<file path="src/rtl/store_rmw.sv">
// Store sequencer: word stores issue a single bus write; byte stores read the
// addressed word, insert the byte at lane byte_idx and write the merged word back.
module store_rmw #(
  parameter int WIDTH = 32,
  parameter int AW    = 32
) (
  input  logic             clk,
  input  logic             reset,
  input  logic             start,
  input  logic             is_byte,
  input  logic [AW-1:0]    addr,
  input  logic [WIDTH-1:0] wdata,
  input  logic [1:0]       byte_idx,
  output logic             ready,
  output logic             done,
  output logic [AW-1:0]    mem_addr,
  output logic             mem_rd,
  output logic             mem_wr,
  output logic [WIDTH-1:0] mem_wdata,
  input  logic [WIDTH-1:0] mem_rdata,
  input  logic             mem_ack
);

  typedef enum logic [1:0] {
    S_IDLE = 2'd0,
    S_RD   = 2'd1,
    S_WR   = 2'd2,
    S_DONE = 2'd3
  } state_t;

  state_t           r_state;
  state_t           w_next;
  logic [AW-1:0]    r_addr;
  logic [WIDTH-1:0] r_wdata;
  logic [WIDTH-1:0] r_wbuf;
  logic [1:0]       r_idx;
  logic             r_byte;
  logic [WIDTH-1:0] w_merged;

  // Read word with the latched byte replacing lane r_idx.
  always_comb begin
    w_merged = mem_rdata;
    for (int unsigned i = 0; i < 4; i++) begin
      if (r_idx == 2'(i)) begin
        w_merged[8*i +: 8] = r_wdata[7:0];
      end
    end
  end

  always_comb begin
    w_next = r_state;
    case (r_state)
      S_IDLE:  if (start) w_next = is_byte ? S_RD : S_WR;
      S_RD:    if (mem_ack) w_next = S_WR;
      S_WR:    if (mem_ack) w_next = S_DONE;
      S_DONE:  w_next = S_IDLE;
      default: w_next = S_IDLE;
    endcase
  end

  // Outputs are forced low while reset is high so a pending request drops immediately.
  always_comb begin
    ready     = 1'b0;
    done      = 1'b0;
    mem_rd    = 1'b0;
    mem_wr    = 1'b0;
    mem_addr  = '0;
    mem_wdata = '0;
    if (!reset) begin
      case (r_state)
        S_IDLE: ready = 1'b1;
        S_RD: begin
          mem_rd   = 1'b1;
          mem_addr = r_addr;
        end
        S_WR: begin
          mem_wr    = 1'b1;
          mem_addr  = r_addr;
          mem_wdata = r_byte ? r_wbuf : r_wdata;
        end
        S_DONE:  done = 1'b1;
        default: ready = 1'b0;
      endcase
    end
  end

  always_ff @(posedge clk) begin
    if (reset) begin
      r_state <= S_IDLE;
      r_addr  <= '0;
      r_wdata <= '0;
      r_wbuf  <= '0;
      r_idx   <= '0;
      r_byte  <= 1'b0;
    end else begin
      r_state <= w_next;
      if (r_state == S_IDLE && start) begin
        r_addr  <= addr;
        r_wdata <= wdata;
        r_idx   <= byte_idx;
        r_byte  <= is_byte;
      end
      if (r_state == S_RD && mem_ack) begin
        r_wbuf <= w_merged;
      end
    end
  end

endmodule

</file>
<file path="config.mk">
export PLATFORM = sky130hd
export DESIGN_NAME = store_rmw
export DESIGN_NICKNAME = d
export VERILOG_FILES = /design/src/rtl/store_rmw.sv
export SDC_FILE = /design/constraint.sdc
export NUM_CORES = 1
export LEC_CHECK = 0
export CORE_AREA = 2 2 105 107
export CTS_CLUSTER_SIZE = 8
export DETAILED_ROUTE_END_ITERATION = 7
export DIE_AREA = 0 0 107 109
export PLACE_DENSITY = 0.88
export SKIP_CTS_REPAIR_TIMING = 1
export SYNTH_ARGS = -nofsm -noshare
export SYNTH_HDL_FRONTEND = slang
export SYNTH_SLANG_ARGS = --single-unit
</file>
<file path="constraint.sdc">
create_clock -name clk -period 1.76 [get_ports clk]
set_input_delay 0.176 -clock clk [delete_from_list [all_inputs] [get_ports clk]]
set_output_delay 0.176 -clock clk [all_outputs]
set_load 0.02 [all_outputs]
</file>
==> qor.txt <==
Yosys reg bits: 101
dpl hpwl: 9.45 mm
Starting Density: 0.436
Worst EP arrival: 1770 ps
Die Y: 109 µm
syn avg cell area: 8.11 µm²
IO buf count: 170
Worst Hold Class: in2reg
GRT Total Usage: 0.230
LEAKAGE: 3.07 nW
P&R area growth vs syn: 60.9%
Final Hold Vio Count: 0
Horiz. Die Dim: 107 µm
Avg WL per Cell: 17.5 µm
final setup TNS: -4710 ps
sequential share of the synthesized area: 0.437
global-route wire length before repair: 21.3 mm
final setup violation count: 44
CP Max Fanout: 8
Mapped Cells: 570
cell types occupying the most area after synthesis: dfxtp_1 (44%), mux2i_1 (14%), nand2_1 (11%)
Final Util: 0.702
IO Pins: 171
largest net degree at the start of global routing: 65
Slowest Stage Delay on Critical Path: 340 ps
most frequent cells in the layout: nand2_1 (134), a21oi_1 (101), clkdlybuf4s50_1 (101), dfxtp_1 (98), buf_6 (74)
antenna violations before repair: 0
failing checks: negative setup slack
most common cell after layout, fill and taps aside: nand2_1
Power Density: 1110 nW/µm²
CP Launch Type: flop
Vias: 4,816
ANT cells: 0
share of cells above drive strength 1: 0.264
post-route ant nets: 0
DRT iter0 DRCs: 251
gr ovfl total: 0
GPL Wtd Cong: 0.859
post-synthesis cell type count: 21
Buf/Inv on CP: 3
RSZ-0062 raised after global routing: yes
Core Footprint: 10,600 µm²
share of the synthesized area in the top cell type: 0.437
fmax: 513 MHz
metal2 WL: 7.81 mm
vias in the first global route: 4,387
H-tree lvl count: 3
Clock transition at path regs: 100 ps
crit path cell chain: inv_2 -> ha_4 -> nor2b_4 -> buf_6 -> and2_1 -> clkbuf_2
worst path required time: 1580 ps
Mapped Area: 4620 µm²
Final WS setup: -188 ps
syn_nets: 679
Final Skew: 12.1 ps
site row count: 38
highest metal used: met4
critical path type: reg2out
synth warn: 0
met3 wire length: 1.28 mm
worst slew pin tran: 507 ps
peak supply drop: 0.589 mV
Crit-path slowest cell: dfxtp_2
Relative slew margins: 0.662
Metal-1 WL: 6.21 mm
cell family with most CP delay: buffers and inverters
# clock sinks: 101
crit end category: primary output
Clock Latency Late Sink: 370 ps
final-stage net count: 862
Num CTS Buffers: 9
Max clock buf depth: 2
Clock Tree Root: clkbuf_8
minimum clock period: 1950 ps
Max Cap Viol: 0
Slew Limit Fails: 0
final WL: 15.7 mm
fin crit share: 1.11
DRT Pass-1 Iters: 5
DR DRC count: 0
top cell type by total area after synthesis: dfxtp_1
Overall Power: 8.26 mW
status: finished, violations left
die area: 11,700 µm²
WHS: 345 ps
Vias/cell: 5.37
R2R setup slack: 110 ps
CTS tree: done
cell families after synthesis:
kind of cell / count (synthesis) / synth area share
AOI/OAI and AO/OA: 136 / 0.149
adders and majority gates: 6 / 0.0162
muxes: 66 / 0.143
DFF: 101 / 0.437
buffers and inverters: 49 / 0.0574
and+or+nand+nor: 212 / 0.197
metal layers:
metal / GRT usage / vias up
met5: 0 / -
met1: 0.285 / 2276
met3: 0.0562 / 35
li1: - / 2254
met2: 0.389 / 251
met4: 0.0835 / 0
tightest hold or removal path, cell delays in order:
cell and delay [ps]:
clkdlybuf4s50_1 390, nand2_1 50, a21oi_1 50
final timing paths:
check                                           endpoint               startpoint  depth (start not counted)
worst max-delay path                        mem_addr[22]  r_state[0]$_SDFFE_PP0P_                          6
worst min-delay path            r_wdata[22]$_SDFFE_PP0P_                wdata[22]                          3
worst max register to register    r_wbuf[4]$_SDFFE_PP0P_  r_state[1]$_SDFFE_PP0P_                          7
worst min register to register   r_addr[30]$_SDFFE_PP0P_  r_addr[30]$_SDFFE_PP0P_                          2
state kept, by name, indices dropped and copies added (netlist names):
name,flops
r_addr,32
r_byte,1
r_idx,2
r_state,2
r_wbuf,32
r_wdata,32
layout make-up:
class | instances | area (µm²)
Timing Repair Buffer | 217 | 2360
Clock buffer | 10 | 138
Sequential cell | 101 | 2030
Inverter | 4 | 15.0
Clock inverter | 5 | 35.0
Multi-Input combinational cell | 420 | 2690
Tap cell | 140 | 175
Fill cell | 758 | 3160
where the power goes:
part / internal, mW / leakage (nW) / switching, mW / total [mW]
Clock: 0.548 / 0.0885 / 0.796 / 1.34
Sequential: 2.77 / 0.827 / 0.296 / 3.07
Combinational: 1.80 / 2.15 / 2.05 / 3.85
cell usage after synthesis:
library cell and n:
mux2i_1 66, buf_1 3, buf_6 6, nand2b_1 3, dfxtp_1 101, and2_1 34
a21oi_1 101, buf_2 13, o21ai_0 32, nand2_1 136, inv_1 4, o21bai_1 1
buf_4 5, nor2b_1 5, clkbuf_2 1, clkbuf_1 17, a311oi_1 2, ha_1 6
nor2_4 1, nand2_2 1, nor2_1 32
metrics by stage:
stage	setup WS (ps)	cells	area, µm²
floorplan	173	570	4620
global placement	-149	862	6570
detailed placement	-238	862	6570
CTS	-654	877	6740
global route	-252	897	7440
finish	-188	897	7440
(Power assumes the default switching activity.)
